<file path="config.mk">
export PLATFORM = sky130hd
export DESIGN_NAME = seg7_scan_driver_flat
export DESIGN_NICKNAME = d
export VERILOG_FILES = /design/src/rtl/seg7_pkg.sv /design/src/rtl/seg7_scan_driver_if.sv /design/src/rtl/seg7_glyph.sv /design/src/rtl/seg7_scan_driver.sv /design/src/flat_wrapper.sv
export SDC_FILE = /design/constraint.sdc
export NUM_CORES = 1
export LEC_CHECK = 0
export ABC_AREA = 1
export CAP_MARGIN = 40
export CORE_MARGIN = 2
export CORE_UTILIZATION = 35
export DETAILED_ROUTE_END_ITERATION = 16
export PLACE_DENSITY = 0.6
export SLEW_MARGIN = 30
export SYNTH_ARGS = -nofsm -noshare
export SYNTH_HDL_FRONTEND = slang
export SYNTH_SLANG_ARGS = --single-unit
</file>
<file path="constraint.sdc">
create_clock -name clk -period 3.35 [get_ports clk]
set_input_delay 0.67 -clock clk [delete_from_list [all_inputs] [get_ports clk]]
set_output_delay 0.67 -clock clk [all_outputs]
set_load 0.1 [all_outputs]
</file>
<file path="src/rtl/seg7_pkg.sv">
// Shared glyph constants and segment bit-order definitions for the 7-segment scan driver.
package seg7_pkg;

    localparam int unsigned SEG_W     = 7;
    localparam int unsigned SGM_W     = 8;
    localparam int unsigned NIBBLE_W  = 4;

    // Bit positions inside the 7-bit glyph {a,b,c,d,e,f,g}
    localparam int unsigned SEG_A_BIT = 6;
    localparam int unsigned SEG_B_BIT = 5;
    localparam int unsigned SEG_C_BIT = 4;
    localparam int unsigned SEG_D_BIT = 3;
    localparam int unsigned SEG_E_BIT = 2;
    localparam int unsigned SEG_F_BIT = 1;
    localparam int unsigned SEG_G_BIT = 0;

    typedef logic [SEG_W-1:0] seg_t;

    // Pin payload {a,b,c,d,e,f,g,dp}, all active-low
    typedef struct packed {
        seg_t seg;
        logic dp;
    } sgm_t;

    localparam seg_t SEG_0     = 7'b0000001;
    localparam seg_t SEG_1     = 7'b1001111;
    localparam seg_t SEG_2     = 7'b0010010;
    localparam seg_t SEG_3     = 7'b0000110;
    localparam seg_t SEG_4     = 7'b1001100;
    localparam seg_t SEG_5     = 7'b0100100;
    localparam seg_t SEG_6     = 7'b0100000;
    localparam seg_t SEG_7     = 7'b0001111;
    localparam seg_t SEG_8     = 7'b0000000;
    localparam seg_t SEG_9     = 7'b0000100;
    localparam seg_t SEG_A     = 7'b0001000;
    localparam seg_t SEG_B     = 7'b1100000;
    localparam seg_t SEG_C     = 7'b0110001;
    localparam seg_t SEG_D     = 7'b1000010;
    localparam seg_t SEG_E     = 7'b0110000;
    localparam seg_t SEG_F     = 7'b0111000;
    localparam seg_t SEG_BLANK = 7'b1111111;

    localparam sgm_t SGM_OFF   = '{seg: SEG_BLANK, dp: 1'b1};

endpackage

</file>
<file path="src/rtl/seg7_scan_driver_if.sv">
// Data/display bundle between the counter datapath (master) and the scan driver (slave).
interface seg7_scan_driver_if #(
    parameter int unsigned N_DIGITS = 4
);
    logic                      en;
    logic                      lzb;
    logic [4*N_DIGITS-1:0]     data_i;
    logic [N_DIGITS-1:0]       dp_i;
    logic [N_DIGITS-1:0]       an_o;
    logic [7:0]                sgm_o;
    logic                      frame_o;

    modport master (
        output en, lzb, data_i, dp_i,
        input  an_o, sgm_o, frame_o
    );

    modport slave (
        input  en, lzb, data_i, dp_i,
        output an_o, sgm_o, frame_o
    );
endinterface

</file>
<file path="src/rtl/seg7_glyph.sv">
// Combinational nibble-to-glyph decoder; blank overrides the decoded pattern.
module seg7_glyph
    import seg7_pkg::*;
(
    input  logic [NIBBLE_W-1:0] nibble,
    input  logic                hex_mode,
    input  logic                blank,
    output seg_t                seg_c
);

    always_comb begin
        seg_c = SEG_BLANK;
        case (nibble)
            4'h0:    seg_c = SEG_0;
            4'h1:    seg_c = SEG_1;
            4'h2:    seg_c = SEG_2;
            4'h3:    seg_c = SEG_3;
            4'h4:    seg_c = SEG_4;
            4'h5:    seg_c = SEG_5;
            4'h6:    seg_c = SEG_6;
            4'h7:    seg_c = SEG_7;
            4'h8:    seg_c = SEG_8;
            4'h9:    seg_c = SEG_9;
            4'hA:    seg_c = hex_mode ? SEG_A : SEG_BLANK;
            4'hB:    seg_c = hex_mode ? SEG_B : SEG_BLANK;
            4'hC:    seg_c = hex_mode ? SEG_C : SEG_BLANK;
            4'hD:    seg_c = hex_mode ? SEG_D : SEG_BLANK;
            4'hE:    seg_c = hex_mode ? SEG_E : SEG_BLANK;
            4'hF:    seg_c = hex_mode ? SEG_F : SEG_BLANK;
            default: seg_c = SEG_BLANK;
        endcase
        if (blank) seg_c = SEG_BLANK;
    end

endmodule

</file>
<file path="src/rtl/seg7_scan_driver.sv">
// Time-multiplexed N-digit common-anode 7-segment driver with per-frame snapshot,
// leading-zero blanking and a dead window at the start of every digit slot.
module seg7_scan_driver
    import seg7_pkg::*;
#(
    parameter int unsigned N_DIGITS    = 4,
    parameter int unsigned REFRESH_DIV = 100000,
    parameter int unsigned DEAD_CYCLES = 2,
    parameter int unsigned HEX_MODE    = 0
) (
    input  logic                  clk,
    input  logic                  rst_n,
    seg7_scan_driver_if.slave     bus
);

    localparam int unsigned CNT_W  = $clog2(REFRESH_DIV);
    localparam int unsigned IDX_W  = (N_DIGITS > 1) ? $clog2(N_DIGITS) : 1;
    localparam int unsigned DATA_W = NIBBLE_W * N_DIGITS;
    localparam logic        HEX_ON = (HEX_MODE != 0);

    logic [CNT_W-1:0]    cnt_q, cnt_d;
    logic [IDX_W-1:0]    idx_q, idx_d;
    logic [DATA_W-1:0]   snap_d_q, snap_d_d;
    logic [N_DIGITS-1:0] snap_dp_q, snap_dp_d;
    logic                lzb_q, lzb_d;
    logic [N_DIGITS-1:0] an_q, an_d;
    sgm_t                sgm_q, sgm_d;
    logic                frame_q, frame_d;

    logic                wrap_c, last_c, frame_edge_c, lit_c;
    logic [NIBBLE_W-1:0] nib_c;
    logic                dp_sel_c, lead_c, zero_run_c, blank_c;
    seg_t                glyph_c;

    // Next-state for slot counter, digit index and frame snapshot
    always_comb begin
        wrap_c       = (cnt_q == CNT_W'(REFRESH_DIV - 1));
        last_c       = (idx_q == IDX_W'(N_DIGITS - 1));
        frame_edge_c = bus.en & wrap_c & last_c;
        cnt_d        = cnt_q;
        idx_d        = idx_q;
        snap_d_d     = snap_d_q;
        snap_dp_d    = snap_dp_q;
        lzb_d        = lzb_q;
        if (bus.en) begin
            cnt_d = wrap_c ? '0 : cnt_q + CNT_W'(1);
            if (wrap_c) idx_d = last_c ? '0 : idx_q + IDX_W'(1);
        end
        if (frame_edge_c) begin
            snap_d_d  = bus.data_i;
            snap_dp_d = bus.dp_i;
            lzb_d     = bus.lzb;
        end
    end

    // Select current digit; a digit is a leading zero if it and every digit above it is 0
    always_comb begin
        nib_c      = '0;
        dp_sel_c   = 1'b0;
        lead_c     = 1'b0;
        zero_run_c = 1'b1;
        for (int k = N_DIGITS - 1; k >= 0; k--) begin
            zero_run_c = zero_run_c & (snap_d_q[NIBBLE_W*k +: NIBBLE_W] == '0);
            if (idx_q == IDX_W'(k)) begin
                nib_c    = snap_d_q[NIBBLE_W*k +: NIBBLE_W];
                dp_sel_c = snap_dp_q[k];
                lead_c   = zero_run_c & (k != 0);
            end
        end
        blank_c = lzb_q & lead_c;
    end

    seg7_glyph u_glyph (
        .nibble   (nib_c),
        .hex_mode (HEX_ON),
        .blank    (blank_c),
        .seg_c    (glyph_c)
    );

    // Pin values for the next cycle: dark during the dead window or while disabled
    always_comb begin
        lit_c   = bus.en & (cnt_q >= CNT_W'(DEAD_CYCLES));
        an_d    = '1;
        sgm_d   = SGM_OFF;
        frame_d = frame_edge_c;
        if (lit_c) begin
            an_d      = ~(N_DIGITS'(1) << idx_q);
            sgm_d.seg = glyph_c;
            sgm_d.dp  = ~dp_sel_c;
        end
    end

    always_ff @(posedge clk or negedge rst_n) begin
        if (!rst_n) begin
            cnt_q     <= '0;
            idx_q     <= '0;
            snap_d_q  <= '0;
            snap_dp_q <= '0;
            lzb_q     <= 1'b0;
            an_q      <= '1;
            sgm_q     <= SGM_OFF;
            frame_q   <= 1'b0;
        end else begin
            cnt_q     <= cnt_d;
            idx_q     <= idx_d;
            snap_d_q  <= snap_d_d;
            snap_dp_q <= snap_dp_d;
            lzb_q     <= lzb_d;
            an_q      <= an_d;
            sgm_q     <= sgm_d;
            frame_q   <= frame_d;
        end
    end

    assign bus.an_o    = an_q;
    assign bus.sgm_o   = sgm_q;
    assign bus.frame_o = frame_q;

endmodule

</file>
<file path="src/flat_wrapper.sv">
// flat-port wrapper written by rule: the top's interface ports become plain ports
module seg7_scan_driver_flat import seg7_pkg::*;
#(
    parameter int unsigned N_DIGITS    = 4,
    parameter int unsigned REFRESH_DIV = 100000,
    parameter int unsigned DEAD_CYCLES = 2,
    parameter int unsigned HEX_MODE    = 0
)
  (clk, rst_n, bus_en, bus_lzb, bus_data_i, bus_dp_i, bus_an_o, bus_sgm_o, bus_frame_o);
  seg7_scan_driver_if #(.N_DIGITS(N_DIGITS)) bus_i ();
  input  logic clk;
  input  logic rst_n;
  input wire logic [$bits(bus_i.en)-1:0] bus_en;
  input wire logic [$bits(bus_i.lzb)-1:0] bus_lzb;
  input wire logic [$bits(bus_i.data_i)-1:0] bus_data_i;
  input wire logic [$bits(bus_i.dp_i)-1:0] bus_dp_i;
  output wire logic [$bits(bus_i.an_o)-1:0] bus_an_o;
  output wire logic [$bits(bus_i.sgm_o)-1:0] bus_sgm_o;
  output wire logic [$bits(bus_i.frame_o)-1:0] bus_frame_o;
  assign bus_i.en = bus_en;
  assign bus_i.lzb = bus_lzb;
  assign bus_i.data_i = bus_data_i;
  assign bus_i.dp_i = bus_dp_i;
  assign bus_an_o = bus_i.an_o;
  assign bus_sgm_o = bus_i.sgm_o;
  assign bus_frame_o = bus_i.frame_o;
  seg7_scan_driver #(.N_DIGITS(N_DIGITS), .REFRESH_DIV(REFRESH_DIV), .DEAD_CYCLES(DEAD_CYCLES), .HEX_MODE(HEX_MODE)) u_core (.clk(clk), .rst_n(rst_n), .bus(bus_i));
endmodule
</file>
# Word-level counts from Yosys, hierarchy flattened
# Cells that the tools add are included.
# classes
addsub	2
order_cmp	1
n_eq_ne	19
n_shift	1
mux	18
bitwise	8
n_reduce_logical	7
# ops
operator	n
7-bit one-hot mux with 11 select lines	1
4-bit equality test (second input constant)	8
4-bit two-way mux	5
17-bit by 1-bit adder with 17-bit output (second input constant)	1
17-bit equality test (second input constant)	1
17-bit by 2-bit greater-or-equal comparator with 1-bit output (second input constant)	1
17-bit two-way mux	1
4-bit by 3-bit equality test with 1-bit output (second input constant)	4
4-bit logical NOT	4
4-bit by 2-bit equality test with 1-bit output (second input constant)	2
1-bit two-way mux	8
8-bit two-way mux	1
7-bit two-way mux	1
1-bit AND	6
6-bit OR reduction	1
2-bit equality test (second input constant)	2
4-bit by 1-bit equality test with 1-bit output (second input constant)	1
4-bit NOT	1
1-bit by 2-bit left shift with 4-bit output (first input constant)	1
2-bit by 1-bit adder with 2-bit output (second input constant)	1
2-bit by 1-bit equality test with 1-bit output (second input constant)	1
2-bit logical NOT	1
2-bit two-way mux	1
2-bit AND reduction	1
1-bit NOT	1
# totals
reg_bits	53
in_bits	24
output_inout_bits	13
word_cells	65

# Depth between registers and ports, before layout
# Gate-level depths: netlist of run 1.
# depth
ltp_word	10
mapped_depth	12
mapped_depth_nobuf	11

# Hierarchy
# Synthesis of run 1 repeated with hierarchy kept, for this count alone.
# unflattened
cells_unflattened	415
area_unflattened_um2	3062.9
# by_module_without_submodules
module	instances	cells_each	area_per_inst_um2	seq_area_each_um2
seg7_scan_driver	1	360	2816.5	1341.3
seg7_glyph	1	55	246.5	0.0

# Worst setup path before layout of run 1
# OpenSTA, ideal clock, no wires.
# synth_timing
kind	register -> register
start	reg u_core.idx_q[0]
end	reg u_core.sgm_q (netlist bit u_core.bus.sgm_o[2])
setup_ns	0.102
arrival_time_ns	1.628
t_required_ns	3.248
slack_ns	1.620
stages_incl_launch_ff	12
n_path_buf	1
period_less_slack_ns	1.730
cell_sequence	dfrtp_1 inv_1 ha_1 buf_2 nor2_1 nand2_1 nand3_1 nand2_1 nor2_1 inv_1 nand2_1 o211ai_1
# synth_lines
element	line_no	text
start, declared	seg7_scan_driver.sv:22	logic [IDX_W-1:0] idx_q, idx_d;
start signal, assigned	seg7_scan_driver.sv:105	idx_q <= idx_d;
end signal, assigned	seg7_scan_driver.sv:110	sgm_q <= sgm_d;
end, declared	seg7_scan_driver.sv:27	sgm_t sgm_q, sgm_d;

==> results of run 1 <==
flip-flops by register name (all words and copies together), names as in the netlist:
register / cells
u_core.cnt_q: 17
u_core.snap_d_q: 16
u_core.bus.sgm_o: 8
u_core.bus.an_o: 4
u_core.snap_dp_q: 4
u_core.idx_q: 2
u_core.bus.frame_o: 1
u_core.lzb_q: 1
worst paths after layout:
check                                          from                   to  slack, ps  depth (start not counted)
worst min register to register  u_core.snap_dp_q[0]  u_core.bus.sgm_o[0]        460                          1
min in group clk                u_core.snap_dp_q[0]  u_core.bus.sgm_o[0]        460                          1
worst min-delay path                          rst_n     u_core.cnt_q[16]        350                          1
max in group asynchronous                     rst_n  u_core.bus.sgm_o[1]       2290                          2
worst max register to register      u_core.cnt_q[1]   u_core.snap_d_q[1]       1120                          6
worst max-delay path                         bus_en     u_core.cnt_q[11]        890                          7
metrics by stage:
| stage | setup slack, ps | instance area [sq um] | hold WS [ps] |
|---|---|---|---|
| floorplan | 1620 | 2830 | 374 |
| global placement | 675 | 3230 | 470 |
| detailed placement | 588 | 3230 | 452 |
| CTS | 909 | 3320 | 370 |
| global route | 679 | 3320 | 404 |
| finish | 895 | 3320 | 352 |
cell families after synthesis:
logic type	share of synthesized area
XOR/XNOR	0.0124
buffers and inverters	0.0895
AO/OA/AOI/OAI	0.0912
AND/OR/NAND/NOR	0.306
flip-flops	0.475
adder cells (fa/ha/maj)	0.0266
cells in the final DEF (no fill, tap or decap):
master,synthesis,layout
a21oi_1,5,5
and3_1,1,1
buf_2,3,1
buf_4,0,15
clkbuf_1,2,1
clkbuf_8,0,5
clkdlybuf4s50_1,0,22
clkinvlp_4,0,2
dfrtp_1,41,41
dfstp_2,12,12
ha_1,6,6
inv_1,51,51
nand2_1,91,91
nand2_2,2,2
nand3_1,33,33
nand3b_1,2,2
nand4_1,17,17
nor2_1,28,28
nor2_4,1,1
nor3_1,13,13
nor3_2,1,1
nor4_1,3,3
o211ai_1,4,4
o21ai_0,37,37
o21ai_1,2,2
o31ai_1,1,1
or2_2,1,1
xor2_1,4,4
layer usage:
layer	up-vias	GRT usage
li1	1261	-
met1	1164	0.240
met2	76	0.226
met3	5	0.0273
met4	0	0.0435
met5	-	0
cell type report:
| type | count | area [sq um] | area share |
|---|---|---|---|
| Sequential cell | 53 | 1340 | 0.404 |
| Tap cell | 102 | 128 | 0.0385 |
| Inverter | 51 | 191 | 0.0577 |
| Clock buffer | 6 | 72.6 | 0.0219 |
| Timing Repair Buffer | 38 | 338 | 0.102 |
| Clock inverter | 2 | 15.0 | 0.00453 |
| Multi-Input combinational cell | 252 | 1230 | 0.371 |
power by group through the flow:
stage | clock network [mW] | registers, mW | logic (mW)
floorplan | 0 | 0.790 | 0.199
global placement | 0 | 0.814 | 0.303
detailed placement | 0 | 0.812 | 0.303
global route | 0.396 | 0.817 | 0.348
finish | 0.368 | 0.804 | 0.302
CTS | 0.376 | 0.802 | 0.303
==> out/qor.yml, run 1 <==
grt:
  antenna_found_initial: 0
  grt_pass1_wl_um: 10900
  grt_max_degree: 32
  grt_pass1_vias: 2248
  grt.total_usage: 0.157
  gr-total-overflow: 0
power:
  p_clk_frac: 0.250
  irDropWorstVdd_mv: 0.195
  p_total_mw: 1.47
  p_int_mw: 0.958
  combPwrFrac: 0.205
  power_frac_seq: 0.546
  power.density_nw_per_um2: 444
  swShare: 0.350
  switchingPower_mw: 0.515
  p_leak_nw: 1.60
critical_path:
  path_class: "input pin to register"
  required_ps: 3540
  critPathMaxFanout: 15
  crit_family: "buffers and inverters"
  slowest_delay_ps: 780
  crit_path_top_delay_cell: "clkdlybuf4s50_1"
  arrival_ps: 2640
  cp.buffers_inverters: 2
  path_cells: "clkdlybuf4s50_1 -> inv_1 -> nor3_1 -> nand4_1 -> nor2_1 -> nand3_1 -> xor2_1"
  end_kind: "register"
  start_kind: "input pin"
detailed_routing:
  drc_errors: 0
  wirelength_um: 6550
  postRouteAntennaNets: 0
  drt_first_pass_iters: 5
  met1_length_um: 3250
  viasPerCell: 4.97
  highest_layer: "met4"
  wire_per_inst_um: 13.0
  vias: 2506
  met2_length_um: 2890
  drtIter0Drc: 123
  dr_wl_met3_um: 340
clock_network:
  cts_tree: "yes"
  cts-root-buf: "clkbuf_8"
  cts_resized: 0
  clk_pin_slew_worst_paths_ps: 90
  htree_levels: 2
  clock_path_buffers: 2
  post_cts_buffers: 0
  cts.sinks: 53
  clock_latency_ps: 320
  cts_buffers: 5
  cts_hold_buf: 0
synth:
  ys_seq_area_frac: 0.475
  synthCells: 365
  yosysUniqueCellTypes: 26
  synth_warnings: 0
  yosys_most_used_dff: "dfrtp_1"
  synth.cell_area_sq_um: 2830
  synth_commonest_cells: "91 x nand2_1, 51 x inv_1, 41 x dfrtp_1, 37 x o21ai_0, 33 x nand3_1"
  synth_nets: 395
  synth_top_area_cell: "dfrtp_1"
  yosys-top-cells-area: "dfrtp_1 36%, nand2_1 12%, dfstp_2 11%, inv_1 6.8%, o21ai_0 6.6%"
  yosys.area.top_type_share: 0.363
  async_reset_ff_frac: 1.00
  synth_most_common_cell: "nand2_1"
  synth.avg_cell_area_sq_um: 7.74
  synth_edf_count: 0
  ys_seq_elements: 53
final_layout:
  fill_cells: 841
  fin_nets: 431
  drive_gt1_frac: 0.0995
  layout.cells.non_filler: 504
  final_util: 0.427
  area_delta_synth_final_pct: 17.4
  diodes: 0
floorplan:
  rows: 32
  die_w_um: 93.8
  io_pins: 37
  start_util: 0.364
  core_area_sq_um: 7770
  dieArea_sq_um: 8810
  die_h_um: 93.8
timing:
  setup-tns-final_ps: 0
  worst_pin_slew_ps: 592
  layout_min_cycle_time_ps: 2460
  maxSlewViolCount: 0
  hold_viol: 0
  fin_crit_sh: 0.733
  clock_skew_ps: 19.9
  setup_violations: 0
  fmax_ghz: 0.407
  timing.slew.headroom: 0.604
  rsz0062_at_grt: "no"
job:
  cap_viol_max_count: 0
worst_hold_path:
  hp-class: "input pin to asynchronous set/reset pin"
run_status:
  status: "complete, no violations"
placed_design:
  gp_congestion: 0.869
  port_buffers: 36
  dp_hpwl_um: 4980
  placed_cells: 496
Power figures use the tool's default switching activity.
==> inputs of run 2 (changes only) <==
- PLACE_DENSITY: 0.6 -> 0.62
- clock period: 3.35 -> 2.05 ns (I/O delays scaled with it)
==> run 2 against run 1 <==
Net effect:
- combinational power increased by 80%
- sequential cell count did not move
- critical path depth is 3 higher
- global-route usage increased by 0.23 points
- die area unchanged
- clock power increased by 93%
- setup slack worse by 700 ps
- worst hold slack lost 320 ps
- cell area increased by 8.8%
- core utilization grew 3.8 points
- critical path type is now register to register
- critical endpoint is now u_core.bus.sgm_o[1]
- largest power group unchanged
==> out/qor.yml, run 2 (synthesis results as in run 1) <==
critical_path:
  critPathMaxFanout: 5
  required_ps: 2270
  start_kind: "register"
  path_class: "register to register"
  r2r_start: "u_core.idx_q[0]"
  r2r_cells: 10
  reg2reg_to: "u_core.bus.sgm_o[1]"
  arrival_ps: 2080
  end_kind: "register"
  r2r_slack_ps: 200
run_status:
  status: "complete, no violations"
timing:
  layout_min_cycle_time_ps: 1850
  fin_crit_sh: 0.905
  clock_skew_ps: 14.6
  hold_viol: 0
  timing.slew.headroom: 0.555
  worst_slack_ps: 195
  setup-tns-final_ps: 0
  maxSlewViolCount: 0
  setup_violations: 0
  fmax_ghz: 0.539
  worst_pin_slew_ps: 662
  rsz0062_at_grt: "no"
  holdWs_ps: 35.8
clock_network:
  clock_latency_ps: 310
  clk_pin_slew_worst_paths_ps: 90
  cts-root-buf: "clkbuf_8"
  htree_levels: 2
  cts.sinks: 53
  cts_tree: "yes"
  clock_path_buffers: 2
  cts_buffers: 5
job:
  cap_viol_max_count: 0
detailed_routing:
  drtIter0Drc: 183
  drt_first_pass_iters: 5
  postRouteAntennaNets: 0
  drc_errors: 0
  viasPerCell: 4.94
  vias: 2542
  wirelength_um: 6390
  wire_per_inst_um: 12.4
final_layout:
  top_register: "u_core.cnt_q"
  largest_reg_flops: 17
  diodes: 0
  area_delta_synth_final_pct: 27.8
  final_cell_mix: "91 x nand2_1, 51 x inv_1, 40 x dfrtp_1, 37 x o21ai_0, 33 x nand3_1"
  final_util: 0.465
  final_common_cell: "nand2_1"
  register_area_sq_um: 1340
  fill_cells: 779
  multiInputGateArea_sq_um: 1250
  drive_gt1_frac: 0.138
  fin_nets: 442
floorplan:
  die_w_um: 93.8
  io_pins: 37
  start_util: 0.364
  dieArea_sq_um: 8810
  rows: 32
  core_area_sq_um: 7770
  die_h_um: 93.8
power:
  power.density_nw_per_um2: 710
  p_total_mw: 2.56
  p_leak_nw: 1.75
  irDropWorstVdd_mv: 0.283
placed_design:
  pre_cts_slack_ps: -22.2
  port_buffers: 36
  dp_hpwl_um: 4890
  gp_congestion: 0.932
grt:
  grt_max_degree: 37
  grt.total_usage: 0.159
  antenna_found_initial: 0
  grt_pass1_vias: 2421
  gr-total-overflow: 0
  grt_pass1_wl_um: 11300
worst_hold_path:
  hp-class: "input pin to asynchronous set/reset pin"
==> run 2: changes by cell type in the layout (fill, tap and decap cells not counted) <==
cell        delta
bufinv_16      +1
dfrtp_2        +1
nor2_1         -4
dfrtp_1        -1
buf_4          -2
ha_1           -1
clkinv_4       +1
clkinvlp_4     -2
nor2_2         +4
ha_4           +1
buf_12        +13
==> run 2: cell type report <==
cell class | instances | area share
inverter | 51 | 0.0530
clock inverter | 2 | 0.0107
tap | 102 | 0.0354
clock buffer | 6 | 0.0201
sequential | 53 | 0.372
multi-input combinational | 252 | 0.347
timing repair buffer | 49 | 0.162
==> run 2: power breakdown <==
group	switching, mW	total, mW	internal [mW]
clock	0.342	0.709	0.367
combinational	0.342	0.544	0.202
sequential	0.160	1.31	1.15
==> run 2: worst max path at each step <==
stage / slack (ps) / to / start
finish: 200 / u_core.bus.sgm_o[1] / u_core.idx_q[0]
global route: 30 / u_core.snap_d_q[2] / u_core.cnt_q[1]
CTS: 70 / u_core.bus.sgm_o[1] / u_core.idx_q[1]
detailed placement: -20 / u_core.cnt_q[11] / bus_en
global placement: 100 / u_core.cnt_q[11] / bus_en
floorplan: 320 / u_core.bus.sgm_o[2] / u_core.idx_q[0]
==> run 2: metal layers <==
layer	share of wire	global-route usage	up-vias	wire, um
met5	0	0	-	0
met4	0.014	0.0435	0	88
met3	0.048	0.0281	9	306
met2	0.44	0.239	78	2800
met1	0.50	0.236	1169	3200
li1	-	-	1286	-
==> run 2: through the flow <==
stage                     cell area (sq um)  instances
after floorplan                        2830        365
after global placement                 3470        506
after detailed placement               3470        506
after CTS                              3580        514
after global routing                   3610        515
final                                  3610        515
==> run 2: what timing repair did <==
item                                    4_1_cts  5_1_grt
setup buffers                                 0        1
endpoints found under the setup margin        0        7
resized for setup                             0        7
hold buffers                                  0        0
==> run 2: worst max-delay path, cell delays in order (launching register included) <==
cell     delay (ps)
dfrtp_2         420
inv_1            80
ha_1            280
nor2_2          180
nand2_1         130
nand3_1         160
nand2_1         100
nand2_1         120
inv_1            60
nor2_2          140
nand4_1          90
